--- src/rtl/alu_pkg.sv ---
`default_nettype none
// ============================================================================
// Module      : alu_pkg
// Description : Op codes and FSM state encodings shared by the ALU and decoder.
// Revision    : 1.0 - initial release
// ============================================================================
package alu_pkg;

    localparam logic [7:0] OP_ADD   = 8'd0;
    localparam logic [7:0] OP_ADC   = 8'd1;
    localparam logic [7:0] OP_SUB   = 8'd2;
    localparam logic [7:0] OP_SBC   = 8'd3;
    localparam logic [7:0] OP_OR    = 8'd4;
    localparam logic [7:0] OP_AND   = 8'd5;
    localparam logic [7:0] OP_NOT   = 8'd6;
    localparam logic [7:0] OP_XOR   = 8'd7;
    localparam logic [7:0] OP_CMP   = 8'd8;
    localparam logic [7:0] OP_SHL1  = 8'd12;
    localparam logic [7:0] OP_SHR1  = 8'd13;
    localparam logic [7:0] OP_MULH  = 8'd16;
    localparam logic [7:0] OP_MUL   = 8'd17;
    localparam logic [7:0] OP_MULHU = 8'd18;
    localparam logic [7:0] OP_SHL   = 8'd20;
    localparam logic [7:0] OP_SHR   = 8'd21;
    localparam logic [7:0] OP_ASR   = 8'd22;

    localparam logic [1:0] IDLE  = 2'd0;
    localparam logic [1:0] MUL   = 2'd1;
    localparam logic [1:0] SHIFT = 2'd2;
    localparam logic [1:0] DONE  = 2'd3;

    function automatic logic is_mul_op(input logic [7:0] op);
        return (op == OP_MUL) || (op == OP_MULHU);
    endfunction

    function automatic logic is_shift_op(input logic [7:0] op);
        return (op == OP_SHL) || (op == OP_SHR) || (op == OP_ASR);
    endfunction

endpackage
`default_nettype wire

--- src/rtl/alu_comb.sv ---
`default_nettype none
// ============================================================================
// Module      : alu_comb
// Description : Purely combinational single-cycle ALU operations.
// Revision    : 1.0 - initial release
// ============================================================================
module alu_comb
    import alu_pkg::*;
#(
    parameter int WIDTH = 32
) (
    input  logic [WIDTH-1:0] a,
    input  logic [WIDTH-1:0] b,
    input  logic             carry_in,
    input  logic [7:0]       op,
    output logic [WIDTH-1:0] c,
    output logic             carry_out
);

    localparam int c_half = WIDTH / 2;

    logic [WIDTH:0]   w_a_ext;
    logic [WIDTH:0]   w_b_ext;
    logic [WIDTH:0]   w_cin_ext;
    logic [WIDTH-1:0] w_a_lo;
    logic [WIDTH-1:0] w_b_lo;

    assign w_a_ext   = {1'b0, a};
    assign w_b_ext   = {1'b0, b};
    assign w_cin_ext = {{WIDTH{1'b0}}, carry_in};
    assign w_a_lo    = {{(WIDTH-c_half){1'b0}}, a[c_half-1:0]};
    assign w_b_lo    = {{(WIDTH-c_half){1'b0}}, b[c_half-1:0]};

    // Arithmetic runs at WIDTH+1 bits; bit WIDTH is carry, or borrow for subtraction.
    always_comb begin
        c         = '0;
        carry_out = 1'b0;
        case (op)
            OP_ADD:  {carry_out, c} = w_a_ext + w_b_ext;
            OP_ADC:  {carry_out, c} = w_a_ext + w_b_ext + w_cin_ext;
            OP_SUB:  {carry_out, c} = w_a_ext - w_b_ext;
            OP_SBC:  {carry_out, c} = w_a_ext - w_b_ext - w_cin_ext;
            OP_OR:   c = a | b;
            OP_AND:  c = a & b;
            OP_NOT:  c = ~a;
            OP_XOR:  c = a ^ b;
            OP_CMP: begin
                if (a < b) begin
                    c         = '1;
                    carry_out = 1'b1;
                end else if (a != b) begin
                    c = {{(WIDTH-1){1'b0}}, 1'b1};
                end
            end
            OP_SHL1: begin
                c         = {a[WIDTH-2:0], 1'b0};
                carry_out = a[WIDTH-1];
            end
            OP_SHR1: begin
                c         = {1'b0, a[WIDTH-1:1]};
                carry_out = a[0];
            end
            OP_MULH: c = w_a_lo * w_b_lo;
            default: ;
        endcase
    end

endmodule
`default_nettype wire

--- src/rtl/alu_seq.sv ---
`default_nettype none
// ============================================================================
// Module      : alu_seq
// Description : Handshaked ALU with iterative multiply and variable shifts.
// Revision    : 1.0 - initial release
// ============================================================================
module alu_seq
    import alu_pkg::*;
#(
    parameter int WIDTH = 32
) (
    input  logic             clk,
    input  logic             resetn,
    input  logic             in_valid,
    output logic             in_ready,
    input  logic [WIDTH-1:0] a,
    input  logic [WIDTH-1:0] b,
    input  logic             carry_in,
    input  logic [7:0]       op,
    output logic             out_valid,
    input  logic             out_ready,
    output logic [WIDTH-1:0] c,
    output logic             carry_out,
    output logic             is_zero,
    output logic             is_negative
);

    localparam int                SHW            = $clog2(WIDTH);
    localparam logic [SHW:0]      c_mul_cycles   = (SHW+1)'(WIDTH);
    localparam logic [SHW:0]      c_cnt_one      = (SHW+1)'(1);

    logic [1:0]         r_state;
    logic [7:0]         r_op;
    logic [WIDTH-1:0]   r_a;
    logic [2*WIDTH-1:0] r_acc;
    logic [WIDTH-1:0]   r_sh;
    logic [SHW-1:0]     r_n;
    logic [SHW:0]       r_cnt;
    logic [WIDTH-1:0]   r_c;
    logic               r_carry;

    logic [WIDTH-1:0]   w_comb_c;
    logic               w_comb_carry;
    logic [WIDTH:0]     w_mul_sum;
    logic [2*WIDTH-1:0] w_acc_next;
    logic [SHW:0]       w_cnt_next;
    logic [WIDTH-1:0]   w_sh_next;
    logic               w_sh_out;

    alu_comb #(.WIDTH(WIDTH)) u_alu_comb (
        .a         (a),
        .b         (b),
        .carry_in  (carry_in),
        .op        (op),
        .c         (w_comb_c),
        .carry_out (w_comb_carry)
    );

    // Shift-add: the multiplier sits in the low half of the accumulator and is
    // consumed LSB-first while partial products enter the high half.
    assign w_mul_sum  = {1'b0, r_acc[2*WIDTH-1:WIDTH]} + {1'b0, (r_acc[0] ? r_a : {WIDTH{1'b0}})};
    assign w_acc_next = {w_mul_sum, r_acc[WIDTH-1:1]};
    assign w_cnt_next = r_cnt + c_cnt_one;

    always_comb begin
        w_sh_next = {r_sh[WIDTH-1], r_sh[WIDTH-1:1]};
        w_sh_out  = r_sh[0];
        if (r_op == OP_SHL) begin
            w_sh_next = {r_sh[WIDTH-2:0], 1'b0};
            w_sh_out  = r_sh[WIDTH-1];
        end else if (r_op == OP_SHR) begin
            w_sh_next = {1'b0, r_sh[WIDTH-1:1]};
        end
    end

    always_ff @(posedge clk or negedge resetn) begin
        if (!resetn) begin
            r_state <= IDLE;
            r_op    <= '0;
            r_a     <= '0;
            r_acc   <= '0;
            r_sh    <= '0;
            r_n     <= '0;
            r_cnt   <= '0;
            r_c     <= '0;
            r_carry <= 1'b0;
        end else begin
            case (r_state)
                IDLE: begin
                    if (in_valid) begin
                        r_op  <= op;
                        r_cnt <= '0;
                        if (is_mul_op(op)) begin
                            r_a     <= a;
                            r_acc   <= {{WIDTH{1'b0}}, b};
                            r_state <= MUL;
                        end else if (is_shift_op(op)) begin
                            if (b[SHW-1:0] == '0) begin
                                r_c     <= a;
                                r_carry <= 1'b0;
                                r_state <= DONE;
                            end else begin
                                r_sh    <= a;
                                r_n     <= b[SHW-1:0];
                                r_state <= SHIFT;
                            end
                        end else begin
                            r_c     <= w_comb_c;
                            r_carry <= w_comb_carry;
                            r_state <= DONE;
                        end
                    end
                end
                MUL: begin
                    r_acc <= w_acc_next;
                    r_cnt <= w_cnt_next;
                    if (w_cnt_next == c_mul_cycles) begin
                        r_c     <= (r_op == OP_MULHU) ? w_acc_next[2*WIDTH-1:WIDTH]
                                                      : w_acc_next[WIDTH-1:0];
                        r_carry <= 1'b0;
                        r_state <= DONE;
                    end
                end
                SHIFT: begin
                    r_sh  <= w_sh_next;
                    r_cnt <= w_cnt_next;
                    if (w_cnt_next == {1'b0, r_n}) begin
                        r_c     <= w_sh_next;
                        r_carry <= w_sh_out;
                        r_state <= DONE;
                    end
                end
                DONE: begin
                    if (out_ready) r_state <= IDLE;
                end
                default: r_state <= IDLE;
            endcase
        end
    end

    assign in_ready    = (r_state == IDLE);
    assign out_valid   = (r_state == DONE);
    assign c           = r_c;
    assign carry_out   = r_carry;
    assign is_zero     = (r_c == '0);
    assign is_negative = r_c[WIDTH-1];

endmodule
`default_nettype wire

--- config.mk ---
export PLATFORM = sky130hd
export DESIGN_NAME = alu_seq
export DESIGN_NICKNAME = d
export VERILOG_FILES = /design/src/rtl/alu_pkg.sv /design/src/rtl/alu_comb.sv /design/src/rtl/alu_seq.sv
export SDC_FILE = /design/constraint.sdc
export NUM_CORES = 2
export LEC_CHECK = 0
export ABC_CLOCK_PERIOD_IN_PS = 8690
export CORE_MARGIN = 8
export CORE_UTILIZATION = 30
export CTS_BUF_LIST = sky130_fd_sc_hd__clkbuf_4 sky130_fd_sc_hd__clkbuf_8
export DETAILED_ROUTE_END_ITERATION = 16
export RECOVER_POWER = 50
export SETUP_SLACK_MARGIN = 0.05
export SYNTH_ARGS = -nofsm -noshare
export SYNTH_HDL_FRONTEND = slang
export SYNTH_SLANG_ARGS = --single-unit
--- constraint.sdc ---
create_clock -name clk -period 8.69 [get_ports clk]
set_input_delay 1.738 -clock clk [delete_from_list [all_inputs] [get_ports clk]]
set_output_delay 1.738 -clock clk [all_outputs]
set_load 0.01 [all_outputs]
==> flow_metrics.tcl <==
set metrics [dict create \
    status "finished, violations left" \
    violations "capacitance limit, slew limit" \
    slew_viol_final 120 \
    finalCritPeriodShare_pct 96.88 \
    coreArea_sq_um 90150 \
    worst_skew_pair.late_latency_ps 510 \
    drt_wl_total_mm 113.6 \
    io_pins 114 \
    cts_buffers 17 \
    place_ws_ps -168.6 \
    whs_ps 477.8 \
    synthArstFlopShare_pct 100.0 \
    end_kind "register" \
    clk_path_buf_depth 2 \
    slew_headroom_pct -287.4 \
    rows 110 \
    setup_ws_ps 271.2 \
    min_period_ps 8419 \
    hp-start "r_a[13]" \
    first_pass_iters 5 \
    cp_max_fo 14 \
    synth_edf_count 0 \
    startpoint_type "input port" \
    area_growth_pct 12.66 \
    grt_pass1_wl_mm 169.7 \
    die_w_um 317.9 \
    synth-main-ff-cell "dfrtp_1" \
    hp-class "register to register" \
    path_class "input port to register" \
    avgSynthCellArea_sq_um 8.024 \
    root_buffer "clkbuf_8" \
    grt_use_total_pct 21.67 \
    fin_cells 4690 \
    dp_hpwl_mm 91.90 \
    wl_per_cell_um 24.23 \
    fin_worst_skew_ps 22.00 \
    synthCells 3408 \
    route.vias.total 26692 \
    dp.cells 4657 \
    final_util_pct 34.17 \
    globalplace.congestion 0.9874 \
    synthesis.nets 3924 \
    grt-ovfl-total 0 \
    port_buffers 113 \
    drc 0 \
    regArea_sq_um 4554 \
    critPathLaunch "b[7]" \
    fp.dieH_um 317.9 \
    final_hold_viol_count 0 \
    ir_drop_uv 477.0 \
    setup_violations 0 \
    worstMarginPinSlew_ps 5811 \
    first_global_vias 26131 \
    ctsHoldBuffers 0 \
    r2r-start "r_acc[0]" \
    cp.required_ps 9070 \
    tns_ps 0 \
    numClockSinks 182 \
    cts_resized 0 \
    rsz0062_at_grt "no" \
    leakage_nw 13.83 \
    cap_violations 2 \
    ant_nets 0 \
    post-cts-setup-buffer-count 0 \
    grt_max_degree 120 \
    max_freq_mhz 118.8 \
    drive_gt1_share_pct 8.454 \
    viasPerCell 5.691 \
    cts.htree.levels 4 \
    multi_input_area_sq_um 20690 \
    syn-cell-area_sq_um 27340 \
    fin_nets 4016 \
    synth.distinct_cells 114 \
    antenna_found_initial 7 \
    power_density_nw_per_um2 330.1 \
    dieArea_sq_um 101100 \
    cts_tree "done" \
    drtIter0Drc 2737 \
    ys_ff_latch 182 \
    path_clk_slew_ps 110 \
    cp.arrival_ps 8800 \
    ys_seq_area_share_pct 16.66 \
    fillers 9478 \
    yosysWarnings 0 \
    initial_core_util_pct 30.33 \
]
[final timing paths]
path | to | slack, ps | cells past startpoint
setup / recovery | c[21] | 270 | 25
hold / removal | r_a[13] | 480 | 2
setup reg to reg | c[21] | 4090 | 14
hold reg to reg | r_a[13] | 480 | 2
max in group asynchronous | r_state[1] | 1260 | 2
min in group asynchronous | r_acc[57] | 3530 | 1
[cell usage in the layout, fill, tap and decap left out, types with 26 or more instances in the layout]
master and count:
nand2_1 437, a221oi_1 36, nand2b_1 26, nor4_1 28
nor3_1 46, ha_1 241, o31ai_1 35, a22o_1 30
fa_1 197, clkdlybuf4s50_1 105, mux2_2 36, xnor2_1 104
nand3_1 57, a21oi_1 193, inv_1 353, a21o_1 45
nor2_1 287, nand4_1 29, o21ai_0 199, dfrtp_1 182
o211ai_1 36, buf_4 143, and2_1 49, mux2i_1 69
a211oi_1 45, xor2_1 47
[worst max-delay path, stage by stage]
cell and delay, ps:
clkdlybuf4s50_1 710, buf_4 310, nand2_1 110, fa_1 540, inv_1 70, fa_1 480
fa_1 560, fa_1 420, fa_1 490, inv_1 50, fa_1 480, inv_1 40
ha_1 290, a21o_1 180, a221oi_1 330, buf_4 180, nor2b_1 40, nor2_1 210
buf_4 160, o21ai_0 120, xor2_1 220, a211oi_1 280, o211ai_1 130, a211oi_1 490
o31ai_1 130
[final cells by class]
class / instances / share of cell area (%)
multi-input cells: 2670 / 67.18
flip-flops and latches: 182 / 14.78
repair buffers: 261 / 7.400
well taps: 1176 / 4.776
inverters: 368 / 4.484
clock buffers: 20 / 0.8732
clock inverters: 12 / 0.4955
diodes: 1 / 0.008123
[sequential cells by signal, summed over array words and instances, names as in the netlist]
name	count
c	32
carry_out	1
r_a	32
r_acc	64
r_cnt	6
r_n	5
r_op	8
r_sh	32
r_state	2
[per-layer routing]
metal	routed length, um	track usage, %	vias to the layer above
met5	13	0	-
met4	4286	6.937	2
met3	11040	3.944	236
met2	49360	33.73	1425
met1	48950	30.21	13011
li1	-	-	12018
[Yosys cell counts (11+ instances only)]
master     count  share of area (%)
a22oi_1       20               0.55
dfrtp_1      182                 17
o21ai_0      199                3.6
ha_1         242                 11
nor2b_1       25               0.57
mux2_2        36                1.5
o21a_1        15               0.41
clkbuf_1     153                2.1
nand2b_1      26               0.59
nor4_1        28               0.64
buf_1         13               0.18
and2_1        49                1.1
a211o_1       13               0.42
clkinv_1      13               0.18
inv_1        353                4.8
a21o_1        45                1.2
xor2_1        47                1.5
o21bai_1      16               0.44
a22o_1        30               0.96
nor3_1        46               0.84
a21oi_1      194                3.6
a221oi_1      36                1.2
o22ai_1       25               0.57
a211oi_1      45                1.2
mux2i_1       69                2.5
fa_1         197                 14
o2111ai_1     12               0.38
and3_1        21               0.48
nand2_1      437                6.0
a31oi_1       21               0.48
nand4_1       29               0.66
o221ai_1      11               0.35
o211ai_1      36               0.99
xnor2_1      104                3.3
o31ai_1       35               0.96
nor2_1       292                4.0
nand3_1       58                1.1
buf_4         12               0.33
[metrics by stage]
step                total power [mW]  instance area (sq um)
CTS                            10.01                  30810
global route                   10.91                  30800
finish                         10.17                  30810
global placement               9.285                  30390
detailed placement             9.345                  30390
floorplan                      6.039                  27350
[kinds of logic after synthesis]
logic type,after synthesis,share of synthesized area [%]
DFF,182,16.66
buffers and inverters,556,7.911
adders and majority gates,439,25.50
and+or+nand+nor,1093,18.78
muxes,110,4.420
xor gates and xnor gates,154,5.015
AOI/OAI and AO/OA,874,21.72
[power by group]
part | total [mW] | leakage (nW) | internal (mW) | switching (mW)
Clock | 0.638 | 0.216 | 0.302 | 0.335
Sequential | 1.46 | 2.38 | 1.12 | 0.346
Combinational | 8.07 | 11.2 | 3.17 | 4.90
(Power assumes the default switching activity.)
